## src/rtl/ahb_mmio_splitter.sv

```systemverilog
// AHB-Lite one-master to NUM_SLAVES-slave MMIO splitter with a two-cycle default-slave ERROR responder.
// Optional wait-state watchdog enabled by defining AHB_SPLIT_TIMEOUT_EN.
module ahb_mmio_splitter #(
   parameter int NUM_SLAVES     = 4,
   parameter int DATA_W         = 32,
   parameter int SEL_LSB        = 12,
   parameter int SEL_W          = 4,
   parameter int TIMEOUT_CYCLES = 256
) (
   input  logic                         HCLK,
   input  logic                         HRESET,
   input  logic [31:0]                  HADDR,
   input  logic [1:0]                   HTRANS,
   input  logic                         HWRITE,
   input  logic [2:0]                   HSIZE,
   input  logic [2:0]                   HBURST,
   input  logic [3:0]                   HPROT,
   input  logic                         HMASTLOCK,
   input  logic [DATA_W-1:0]            HWDATA,
   output logic                         HREADY,
   output logic                         HRESP,
   output logic [DATA_W-1:0]            HRDATA,
   output logic [NUM_SLAVES-1:0]        S_HSEL,
   output logic [31:0]                  S_HADDR,
   output logic [1:0]                   S_HTRANS,
   output logic                         S_HWRITE,
   output logic [2:0]                   S_HSIZE,
   output logic [2:0]                   S_HBURST,
   output logic [3:0]                   S_HPROT,
   output logic                         S_HMASTLOCK,
   output logic [DATA_W-1:0]            S_HWDATA,
   output logic                         S_HREADY,
   input  logic [NUM_SLAVES-1:0]        S_HREADYOUT,
   input  logic [NUM_SLAVES-1:0]        S_HRESP,
   input  logic [NUM_SLAVES*DATA_W-1:0] S_HRDATA,
   output logic                         ERR_IRQ,
   output logic [31:0]                  ERR_ADDR
);

   localparam int IDX_W = 3;

   typedef enum logic [1:0] {D_NONE = 2'd0, D_SLAVE = 2'd1, D_DEFAULT = 2'd2} dsel_e;
   typedef enum logic [1:0] {E_IDLE = 2'd0, E_ERR1 = 2'd1, E_ERR2 = 2'd2} err_e;

   if (NUM_SLAVES < 1 || NUM_SLAVES > 8 || TIMEOUT_CYCLES < 2 || TIMEOUT_CYCLES > 65535) begin : g_bad_param
      $error("ahb_mmio_splitter: parameter out of range");
   end

   dsel_e             dsel_q, dsel_d;
   logic [IDX_W-1:0]  didx_q, didx_d;
   err_e              err_q, err_d;
   logic [31:0]       pend_addr_q, pend_addr_d;
   logic [31:0]       err_addr_q, err_addr_d;
   logic              err_irq_q, err_irq_d;

   logic [SEL_W-1:0]      region_s;
   logic                  mapped_s;
   logic [NUM_SLAVES-1:0] hsel_s;
   logic                  hready_s;
   logic                  hresp_s;
   logic [DATA_W-1:0]     hrdata_s;
   logic                  accept_s;
   logic                  timeout_s;

   // Address-phase region decode, purely combinational from the master inputs.
   always_comb begin
      region_s = HADDR[SEL_LSB +: SEL_W];
      mapped_s = (32'(region_s) < 32'(NUM_SLAVES));
      hsel_s   = '0;
      for (int i = 0; i < NUM_SLAVES; i++) begin
         hsel_s[i] = HTRANS[1] && (32'(region_s) == 32'(i));
      end
   end

   // Data-phase response mux; depends only on registered owner and error state, never on HADDR.
   always_comb begin
      hready_s = 1'b1;
      hresp_s  = 1'b0;
      hrdata_s = '0;
      case (dsel_q)
         D_NONE: begin
            hready_s = 1'b1;
         end
         D_SLAVE: begin
            hready_s = 1'b0;
            for (int i = 0; i < NUM_SLAVES; i++) begin
               hready_s = hready_s | (S_HREADYOUT[i] & (didx_q == IDX_W'(i)));
               hresp_s  = hresp_s  | (S_HRESP[i]     & (didx_q == IDX_W'(i)));
               hrdata_s = hrdata_s | (S_HRDATA[i*DATA_W +: DATA_W] & {DATA_W{didx_q == IDX_W'(i)}});
            end
         end
         D_DEFAULT: begin
            case (err_q)
               E_ERR1: begin
                  hready_s = 1'b0;
                  hresp_s  = 1'b1;
               end
               E_ERR2: begin
                  hready_s = 1'b1;
                  hresp_s  = 1'b1;
               end
               default: begin
                  hready_s = 1'b1;
                  hresp_s  = 1'b0;
               end
            endcase
         end
         default: begin
            hready_s = 1'b1;
         end
      endcase
   end

`ifdef AHB_SPLIT_TIMEOUT_EN
   logic [15:0] wait_cnt_q, wait_cnt_d;
   logic        stall_s;

   // Wait-state watchdog: counts owner-slave stall cycles, fires one cycle before the limit wraps.
   always_comb begin
      stall_s   = (dsel_q == D_SLAVE) && !hready_s;
      timeout_s = stall_s && (wait_cnt_q == 16'(TIMEOUT_CYCLES - 1));
      if (hready_s || timeout_s) begin
         wait_cnt_d = 16'd0;
      end else if (stall_s) begin
         wait_cnt_d = wait_cnt_q + 16'd1;
      end else begin
         wait_cnt_d = wait_cnt_q;
      end
   end

   // Watchdog counter register.
   always_ff @(posedge HCLK) begin
      if (HRESET) begin
         wait_cnt_q <= 16'd0;
      end else begin
         wait_cnt_q <= wait_cnt_d;
      end
   end
`else
   assign timeout_s = 1'b0;
`endif

   // Owner, pending-address and error-sequencer next state.
   always_comb begin
      accept_s    = hready_s && HTRANS[1];
      dsel_d      = dsel_q;
      didx_d      = didx_q;
      pend_addr_d = pend_addr_q;
      if (timeout_s) begin
         dsel_d = D_DEFAULT;
      end else if (hready_s) begin
         if (HTRANS[1]) begin
            pend_addr_d = HADDR;
            if (mapped_s) begin
               dsel_d = D_SLAVE;
               didx_d = IDX_W'(region_s);
            end else begin
               dsel_d = D_DEFAULT;
            end
         end else begin
            dsel_d = D_NONE;
         end
      end else begin
         dsel_d = dsel_q;
      end

      err_d = E_IDLE;
      case (err_q)
         E_ERR1: begin
            err_d = E_ERR2;
         end
         E_IDLE, E_ERR2: begin
            if (timeout_s || (accept_s && !mapped_s)) begin
               err_d = E_ERR1;
            end else begin
               err_d = E_IDLE;
            end
         end
         default: begin
            err_d = E_IDLE;
         end
      endcase

      err_irq_d  = (err_q == E_ERR1);
      err_addr_d = (err_q == E_ERR2) ? pend_addr_q : err_addr_q;
   end

   // State and registered fault-report outputs.
   always_ff @(posedge HCLK) begin
      if (HRESET) begin
         dsel_q      <= D_NONE;
         didx_q      <= '0;
         err_q       <= E_IDLE;
         pend_addr_q <= 32'd0;
         err_addr_q  <= 32'd0;
         err_irq_q   <= 1'b0;
      end else begin
         dsel_q      <= dsel_d;
         didx_q      <= didx_d;
         err_q       <= err_d;
         pend_addr_q <= pend_addr_d;
         err_addr_q  <= err_addr_d;
         err_irq_q   <= err_irq_d;
      end
   end

   assign HREADY      = hready_s;
   assign HRESP       = hresp_s;
   assign HRDATA      = hrdata_s;
   assign S_HREADY    = hready_s;
   assign S_HSEL      = hsel_s;
   assign S_HADDR     = HADDR;
   assign S_HTRANS    = HTRANS;
   assign S_HWRITE    = HWRITE;
   assign S_HSIZE     = HSIZE;
   assign S_HBURST    = HBURST;
   assign S_HPROT     = HPROT;
   assign S_HMASTLOCK = HMASTLOCK;
   assign S_HWDATA    = HWDATA;
   assign ERR_IRQ     = err_irq_q;
   assign ERR_ADDR    = err_addr_q;

endmodule

```

## config.mk

```make
export PLATFORM = sky130hd
export DESIGN_NAME = ahb_mmio_splitter
export DESIGN_NICKNAME = d
export VERILOG_FILES = /design/src/rtl/ahb_mmio_splitter.sv
export SDC_FILE = /design/constraint.sdc
export NUM_CORES = 1
export LEC_CHECK = 0
export ABC_CLOCK_PERIOD_IN_PS = 4300
export CAP_MARGIN = 20
export CORE_AREA = 2 2 144 146
export CTS_BUF_LIST = sky130_fd_sc_hd__clkbuf_8
export DETAILED_ROUTE_END_ITERATION = 10
export DIE_AREA = 0 0 146 148
export GPL_ROUTABILITY_DRIVEN = 0
export SETUP_SLACK_MARGIN = 0.02
export SKIP_LAST_GASP = 1
export SYNTH_ARGS = -nofsm -noshare
export SYNTH_HDL_FRONTEND = slang
export SYNTH_SLANG_ARGS = --single-unit
```

## constraint.sdc

```tcl
create_clock -name HCLK -period 4.3 [get_ports HCLK]
set_input_delay 0.86 -clock HCLK [delete_from_list [all_inputs] [get_ports HCLK]]
set_output_delay 0.86 -clock HCLK [all_outputs]
set_load 0.1 [all_outputs]
```

==> summary.txt, run 1 <==
Synthesis
  • Synth warn: 0
  • Register area share after synthesis: 31.3%
  • Most common library cells after synthesis: 79 x buf_4, 71 x dfxtp_1, 67 x nand2b_1
  • Top cells by area, synth: dfxtp_1 31%, mux2i_1 15%, buf_4 13%
  • Area leader, netlist: dfxtp_1
  • FF+latch count, synth: 71
  • Post-Syn Area: 0.00454 mm²
  • Mapped Nets: 723
  • Synth Flop Type: dfxtp_1
  • Most frequent cell after synthesis: buf_4
  • Number of flops mapped to enable cells by yosys: 0
  • Synth unique cells: 35
  • Ys async rst share: 0%
  • Post-synth top area share: 31.3%
  • Cell count after synthesis: 501
  • Syn avg cell area: 9.05 µm²

Floorplanning
  • Die extent in x: 146 µm
  • Placement row count: 52
  • Ports: 366
  • Starting density of the core: 22.6%
  • Die ar.: 0.0216 mm²
  • Core area: 0.0200 mm²
  • Die height: 148 µm

Worst setup path
  • CP required: 3.44 ns
  • CP dominant cell by count: buf_4
  • Crit-path max cell delay: 0.58 ns
  • Crit path capture type: output pin
  • WS Path Type: reg -> out
  • Crit-path cells: and3b_1, buf_4, a22oi_1, a21boi_0, buf_4
  • Critical path peak fanout: 12
  • Delay-heaviest family, CP: buffers and inverters
  • Slowest stage cell, crit path: dfxtp_1
  • Buf/Inv on CP: 2
  • Startpoint types: flip-flop
  • CP arrival: 2.63 ns

Timing
  • RSZ-0062 raised after global routing: no
  • Relative slew slack: 30.1%
  • Tcrit/Tclk final: 81.2%
  • Min cycle time layout: 3.49 ns
  • TNS Setup: 0 ns
  • Clock Skew: 0.00721 ns
  • Final worst slack: 0.808 ns
  • Worst Max-Slew Pin Slew: 1.04 ns
  • Fmax: 286 MHz
  • Max Slew Vio Count: 0
  • Final setup fails: 0
  • Hold Vio Cnt, Final: 0

CTS
  • TritonCTS Sinks: 71
  • Max Buffers Root-to-Sink: 2
  • Root buf cell: clkbuf_8
  • H-tree Lvls: 3
  • CTS tree: done
  • Post-CTS Resized: 0
  • Clk_lat worst skew: 0.36 ns
  • Post-CTS setup buffers: 0
  • Post-CTS Hold Fix Bufs: 0
  • CTS Buf Count: 9
  • Clock transition at the registers of the reported paths: 0.07 ns

Run status
  • Status: finished, final reports clean

Final layout
  • Layout cells sized above 1: 16.2%
  • Area Growth Syn to Fin: 54.2%
  • Final nets: 908
  • Antenna cells: 0
  • Fillers: 2079

Drt
  • WL/cell: 16.7 µm
  • Iteration-0 DRC Markers: 115
  • Post-route DRC violation count: 0
  • Routed vias/inst: 4.32
  • ANT nets after route: 0
  • Final WL: 16000 µm
  • Via Count: 4143
  • Drt first pass iters: 4

Global routing
  • Vias in the first global route: 4173
  • Initial antenna violation count: 0
  • First-pass GRT wire length: 24100 µm
  • GRT overflow: 0
  • Largest net degree at the start of global routing: 44
  • GR Util All Layers: 14.3%

Power and ir drop
  • Peak VDD IR: 271 µV
  • P per Cell Area: 262 mW/mm²
  • P_int: 1200 µW
  • Sequential share of power: 38.5%
  • Clk pwr share: 27.6%
  • Leakage power: 0.00269 µW
  • Gate power share: 33.9%
  • Psw: 628 µW
  • Switching portion of total power: 34.3%

Placed design
  • Pre-CTS WS: 0.977 ns
  • Port bufs: 275
  • Placed wire-length estimate: 12400 µm

Run
  • Max-Cap Viols: 0

Worst hold path
  • Min-Delay Path Class: reg -> reg
==> power groups by stage <==
| stage | Clock, µW | Sequential (µW) | Combinational (µW) |
|---|---|---|---|
| after floorplan | 0 | 744 | 568 |
| after global placement | 0 | 721 | 623 |
| after detailed placement | 0 | 721 | 623 |
| after CTS | 543 | 706 | 625 |
| after global routing | 562 | 710 | 654 |
| final | 505 | 706 | 621 |
==> worst paths after layout <==
kind                                      from                           end  slack [ns]  cells after the start
hold reg to reg   pend_addr_q[22]$_SDFFE_PP0N_  pend_addr_q[22]$_SDFFE_PP0N_        0.47                      2
setup reg to reg        dsel_q[0]$_SDFFE_PP0N_   pend_addr_q[5]$_SDFFE_PP0N_        1.68                      6
hold / removal    pend_addr_q[22]$_SDFFE_PP0N_  pend_addr_q[22]$_SDFFE_PP0N_        0.47                      2
setup / recovery        didx_q[0]$_SDFFE_PP0P_                    HRDATA[13]        0.81                      5
==> flip-flops by register name, summed over array words and instances (netlist names) <==
register	cells
ERR_ADDR	32
dsel_q	2
didx_q	3
pend_addr_q	32
err_q	2
==> per-layer routing <==
metal | share of wire, % | up-vias | track usage, %
li1 | - | 2047 | -
met4 | 2.6 | 0 | 4.47
met3 | 9.4 | 23 | 6.14
met2 | 50 | 194 | 25.4
met1 | 38 | 1879 | 15.5
met5 | 0 | - | 0
==> worst min-delay path: cells and delay by family (launching register included) <==
family	cells	cell delay, ns
flip-flops	1	0.32
AND/OR/NAND/NOR	1	0.06
multiplexers	1	0.05
==> cell usage in the layout, fill, tap and decap left out, drive strengths merged <==
cell,n
clkinvlp,1
ha,6
bufinv,1
o221ai,2
and2,1
a21boi,33
or2,1
dfxtp,71
inv,6
clkdlybuf4s50,202
and3b,3
mux2i,66
nor2,38
nand2,4
mux2,2
or3b,1
a22o,3
and3,1
a22oi,65
a21oi,2
nor3b,4
nor3,5
nand3,1
o32ai,1
clkinv,2
buf,86
o21ai,4
nand2b,67
nor2b,2
clkbuf,9
==> final cells by class <==
cell class	instances	area, µm²	share of cell area, %
Sequential cell	71	1420	20.3
Clock buffer	9	124	1.77
Multi-Input combinational cell	312	2360	33.8
Tap cell	270	338	4.83
Clock inverter	6	55.1	0.787
Timing Repair Buffer	288	2680	38.3
Inverter	4	15.0	0.215
==> metrics by stage <==
stage	total power (µW)	instance area, µm²	utilization (%)	hold slack, ns	instances
2_1_floorplan	1310	4540	-	0.448	501
3_3_place_gp	1340	6810	34.0	0.461	945
3_5_place_dp	1340	6810	34.0	0.463	945
4_1_cts	1870	6990	34.9	0.474	960
5_1_grt	1930	6990	34.9	0.496	960
6_report	1830	6990	34.9	0.473	960
==> kinds of logic (layout without fill, tap and decap cells) <==
| group | count (synthesis) | count (layout) | share of synthesized area [%] |
|---|---|---|---|
| compound gates | 110 | 110 | 18.7 |
| fa+ha+maj | 6 | 6 | 1.66 |
| buf+inv | 118 | 307 | 17.2 |
| flops | 71 | 71 | 31.3 |
| mux | 68 | 68 | 15.2 |
| simple gates | 128 | 128 | 15.9 |
Power figures use the tool's default switching activity.
==> run 2, diff against run 1 <==
ABC_CLOCK_PERIOD_IN_PS = 3500   (was 4300)
CORE_AREA = 2 2 141 143   (was 2 2 144 146)
DIE_AREA = 0 0 143 145   (was 0 0 146 148)
clock period = 3.5 ns   (was 4.3 ns; I/O delays follow)
==> summary.txt, run 2 (synthesis gave the netlist of run 1 again) <==
Timing
  • Clock Skew: 0.0115 ns
  • Final setup fails: 0
  • Final worst slack: 0.504 ns
  • Worst Max-Slew Pin Slew: 1.01 ns
  • TNS Setup: 0 ns
  • Min cycle time layout: 3.00 ns
  • Tcrit/Tclk final: 85.6%
  • Max Slew Vio Count: 0
  • Fmax: 334 MHz
  • Relative slew slack: 32.7%
  • RSZ-0062 raised after global routing: no
  • Hold Vio Cnt, Final: 0

Power and ir drop
  • P per Cell Area: 315 mW/mm²
  • Peak VDD IR: 249 µV
  • Switching portion of total power: 33.9%
  • Sequential share of power: 36.7%
  • Gate power share: 34.0%
  • Psw: 801 µW
  • Leakage power: 0.00285 µW
  • Clk pwr share: 29.3%
  • P_int: 1560 µW

Worst setup path
  • Slowest stage cell, crit path: clkdlybuf4s50_1
  • Reg-to-reg startpoint: dsel_q[1]$_SDFFE_PP0N_
  • Crit-path cells: clkdlybuf4s50_1, or3b_2, nor3b_2, buf_12
  • FF-to-FF path depth: 7
  • Startpoint types: input port
  • WS Path Type: in -> out
  • Crit-path max cell delay: 0.57 ns
  • Critical path peak fanout: 5
  • Crit path capture type: output pin
  • CP arrival: 2.30 ns
  • RR Endpoint: pend_addr_q[0]$_SDFFE_PP0N_
  • Flop2flop setup slack: 1.36 ns
  • CP required: 2.80 ns

Floorplanning
  • Ports: 366
  • Core area: 0.0192 mm²
  • Placement row count: 51
  • Starting density of the core: 23.6%
  • Die height: 145 µm
  • Die extent in x: 143 µm
  • Die ar.: 0.0207 mm²

Run
  • Max-Cap Viols: 0

Global routing
  • GR Util All Layers: 14.7%
  • Initial antenna violation count: 0
  • First-pass GRT wire length: 23700 µm
  • Vias in the first global route: 4162
  • Largest net degree at the start of global routing: 38
  • GRT overflow: 0

Worst hold path
  • Worst hold start: pend_addr_q[17]$_SDFFE_PP0N_
  • Min-Delay Path Class: reg -> reg
  • Hold path depth: 2
  • Min-Delay Endpoint: pend_addr_q[17]$_SDFFE_PP0N_

CTS
  • Post-CTS Hold Fix Bufs: 0
  • TritonCTS Sinks: 71
  • Max Buffers Root-to-Sink: 2
  • Root buf cell: clkbuf_8
  • Post-CTS Resized: 0
  • CTS Buf Count: 9
  • CTS tree: done
  • Post-CTS setup buffers: 0
  • Clock transition at the registers of the reported paths: 0.08 ns
  • H-tree Lvls: 3
  • Clk_lat worst skew: 0.36 ns

Final layout
  • Area Growth Syn to Fin: 65.4%
  • Layout cells sized above 1: 18.1%
  • Most frequent cells in the layout: 195 x clkdlybuf4s50_1, 70 x dfxtp_1, 67 x nand2b_1
  • Antenna cells: 0
  • Final nets: 909
  • Most common cell after layout, fill and taps aside: clkdlybuf4s50_1

Drt
  • Post-route DRC violation count: 0
  • Iteration-0 DRC Markers: 130
  • Final WL: 15900 µm
  • WL/cell: 16.6 µm
  • Via Count: 4240
  • Drt first pass iters: 7
  • Routed vias/inst: 4.43
  • ANT nets after route: 0

Placed design
  • Placed wire-length estimate: 12600 µm
  • Port bufs: 275
  • Pre-CTS WS: 0.524 ns

Run status
  • Status: finished, final reports clean
run 2: cell types whose count changed in the layout (fill, tap and decap cells not counted), sizes merged:
cell	change
buf	+8
clkdlybuf4s50	-7
clkbuf	+2
clkinvlp	-1
run 2: how the worst max path moves through the flow:
| stage | startpoint | end | slack (ns) |
|---|---|---|---|
| 2_1_floorplan | didx_q[2]$_SDFFE_PP0P_ | HRDATA[0] | 0.26 |
| 3_3_place_gp | HTRANS[1] | S_HSEL[1] | 0.52 |
| 3_5_place_dp | HTRANS[1] | S_HSEL[1] | 0.52 |
| 4_1_cts | didx_q[0]$_SDFFE_PP0P_ | HRDATA[23] | 0.48 |
| 5_1_grt | HADDR[14] | S_HSEL[2] | 0.40 |
| 6_report | HTRANS[1] | S_HSEL[1] | 0.50 |
run 2: power groups by stage:
stage / registers (µW) / clock network, µW / logic (µW)
after detailed placement: 887 / 0 / 808
after global routing: 872 / 750 / 844
after global placement: 886 / 0 / 806
after floorplan: 914 / 0 / 702
final: 867 / 692 / 804
after CTS: 868 / 723 / 811
run 2: area by class of cell:
cell class | instances | area (µm²)
sequential | 71 | 1420
clock buffer | 11 | 151
fill | 1908 | 11700
inverter | 4 | 15.0
tap | 265 | 332
timing repair buffer | 289 | 3160
clock inverter | 5 | 56.3
multi-input combinational | 312 | 2370
run 2: layer usage:
metal	GRT usage [%]	routed length (µm)
met3	4.16	1510
met5	0	0
met2	25.8	7880
met1	16.9	6220
met4	5.00	319
run 2: per-stage QoR:
stage / cell area, µm² / power (µW) / util (%) / std cells / hold slack (ns)
5_1_grt: 7500 / 2470 / 39.1 / 957 / 0.493
3_5_place_dp: 7300 / 1690 / 38.0 / 941 / 0.462
4_1_cts: 7500 / 2400 / 39.1 / 957 / 0.477
3_3_place_gp: 7300 / 1690 / 38.0 / 941 / 0.461
2_1_floorplan: 4550 / 1620 / - / 501 / 0.448
6_report: 7500 / 2360 / 39.1 / 957 / 0.473
run 2: critical path, delay by kind of cell:
kind | cells | cell delay, ns
buffers and inverters | 2 | 0.78
AND/OR/NAND/NOR | 2 | 0.81
==> run 3, diff against run 2 <==
ABC_CLOCK_PERIOD_IN_PS = 3410   (was 3500)
clock period = 3.41 ns   (was 3.5 ns; I/O delays follow)
==> summary.txt, run 3 (synthesis gave the netlist of run 1 again) <==
CTS
  • Post-CTS setup buffers: 0
  • Max Buffers Root-to-Sink: 2
  • Clk_lat worst skew: 0.35 ns
  • Post-CTS Resized: 0
  • Root buf cell: clkbuf_8
  • Clock transition at the registers of the reported paths: 0.08 ns
  • CTS tree: done
  • Post-CTS Hold Fix Bufs: 0
  • CTS Buf Count: 9
  • H-tree Lvls: 3
  • TritonCTS Sinks: 71

Timing
  • Hold Vio Cnt, Final: 0
  • RSZ-0062 raised after global routing: no
  • Min cycle time layout: 3.19 ns
  • TNS Setup: 0 ns
  • Final setup fails: 0
  • Tcrit/Tclk final: 93.4%
  • Relative slew slack: 34.6%
  • Max Slew Vio Count: 0
  • Clock Skew: 0.00818 ns
  • Worst Max-Slew Pin Slew: 0.977 ns
  • Fmax: 314 MHz

Worst hold path
  • Hold path depth: 2
  • Worst hold start: pend_addr_q[25]$_SDFFE_PP0N_
  • Min-Delay Endpoint: pend_addr_q[25]$_SDFFE_PP0N_
  • Min-Delay Path Class: reg -> reg

Worst setup path
  • CP startpoint: didx_q[0]$_SDFFE_PP0P_
  • Startpoint types: flip-flop
  • Buf/Inv on CP: 2
  • FF-to-FF path depth: 7
  • Flop2flop setup slack: 0.70 ns
  • Crit path capture type: output pin
  • WS Path Type: reg -> out
  • RR Endpoint: pend_addr_q[6]$_SDFFE_PP0N_
  • Reg-to-reg startpoint: dsel_q[1]$_SDFFE_PP0N_
  • CP arrival: 2.50 ns
  • Crit-path cells: nor3b_4, buf_4, a22oi_1, a21boi_1, buf_12
  • Critical path peak fanout: 13
  • Crit-path max cell delay: 0.66 ns
  • Delay-heaviest family, CP: simple AND/OR/NAND/NOR gates
  • Slowest stage cell, crit path: nor3b_4
  • CP required: 2.73 ns

Drt
  • Drt first pass iters: 4
  • WL/cell: 16.6 µm
  • ANT nets after route: 0
  • Routed vias/inst: 4.36
  • Final WL: 15900 µm
  • Post-route DRC violation count: 0
  • Via Count: 4169
  • Iteration-0 DRC Markers: 156

Final layout
  • Multi-input gate area: 0.00237 mm²
  • Layout cells sized above 1: 20.4%
  • Cell area after layout: 0.00747 mm²
  • FF+latch area: 0.00142 mm²
  • Most common cell after layout, fill and taps aside: clkdlybuf4s50_1
  • Final nets: 909
  • Area Growth Syn to Fin: 64.6%
  • Fillers: 1932
  • Util after Layout: 38.9%
  • Antenna cells: 0
  • Most frequent cells in the layout: 178 x clkdlybuf4s50_1, 70 x dfxtp_1, 68 x buf_4

Power and ir drop
  • P per Cell Area: 318 mW/mm²
  • Peak VDD IR: 205 µV
  • Leakage power: 0.00289 µW

Floorplanning
  • Die ar.: 0.0207 mm²
  • Die height: 145 µm
  • Ports: 366
  • Placement row count: 51
  • Starting density of the core: 23.6%
  • Core area: 0.0192 mm²
  • Die extent in x: 143 µm

Run status
  • Status: finished, final reports clean

Placed design
  • Area after DPL: 0.00728 mm²
  • Port bufs: 275
  • Placed wire-length estimate: 12400 µm

Global routing
  • GR Util All Layers: 14.6%
  • Vias in the first global route: 4135
  • Largest net degree at the start of global routing: 63
  • Initial antenna violation count: 0
  • First-pass GRT wire length: 23400 µm
  • GRT overflow: 0

Run
  • Max-Cap Viols: 0
run 3: changes by cell type in the layout (fill, tap and decap cells not counted):
cell,delta
clkbuf_8,-2
inv_1,+1
buf_4,+15
clkdlybuf4s50_1,-17
clkinv_2,+1
buf_12,+2
run 3: worst max-delay path by stage:
stage | depth (start not counted) | slack [ns] | endpoint
2_1_floorplan | 5 | 0.19 | HRDATA[0]
3_3_place_gp | 4 | 0.47 | S_HSEL[1]
3_5_place_dp | 4 | 0.45 | S_HSEL[1]
4_1_cts | 4 | 0.13 | HRDATA[23]
5_1_grt | 5 | 0.06 | HRDATA[8]
6_report | 5 | 0.22 | HRDATA[2]
run 3: power by group:
group          internal [µW]  switching, µW
clock network            334            324
registers                867           23.7
logic                    358            467
total                   1560            815
run 3: worst min-delay path, cell delays in order, from the launching register on:
cell and delay, ns:
dfxtp_1 0.31, nand2b_1 0.06, mux2i_1 0.06
run 3: final cells by class:
| cell class | instances | area share (%) |
|---|---|---|
| Clock buffer | 9 | 1.66 |
| Clock inverter | 7 | 0.871 |
| Inverter | 4 | 0.201 |
| Multi-Input combinational cell | 312 | 31.8 |
| Sequential cell | 71 | 19.1 |
| Tap cell | 265 | 4.44 |
| Timing Repair Buffer | 289 | 42.0 |
run 3: metrics by stage:
step	power [µW]	std cells	hold slack, ns	setup slack (ns)
floorplan	1660	501	0.448	0.189
global placement	1740	941	0.461	0.474
detailed placement	1740	941	0.463	0.446
CTS	2420	957	0.477	0.126
global route	2490	957	0.494	0.0650
finish	2370	957	0.473	0.224
run 3: per-layer routing:
layer  vias to the layer above  GRT usage [%]  wire length (µm)
met5                         -              0                 0
met4                         0           3.32               180
met3                        15           5.08              1410
met2                       189           26.1              7970
met1                      1918           16.4              6300
li1                       2047              -                 -
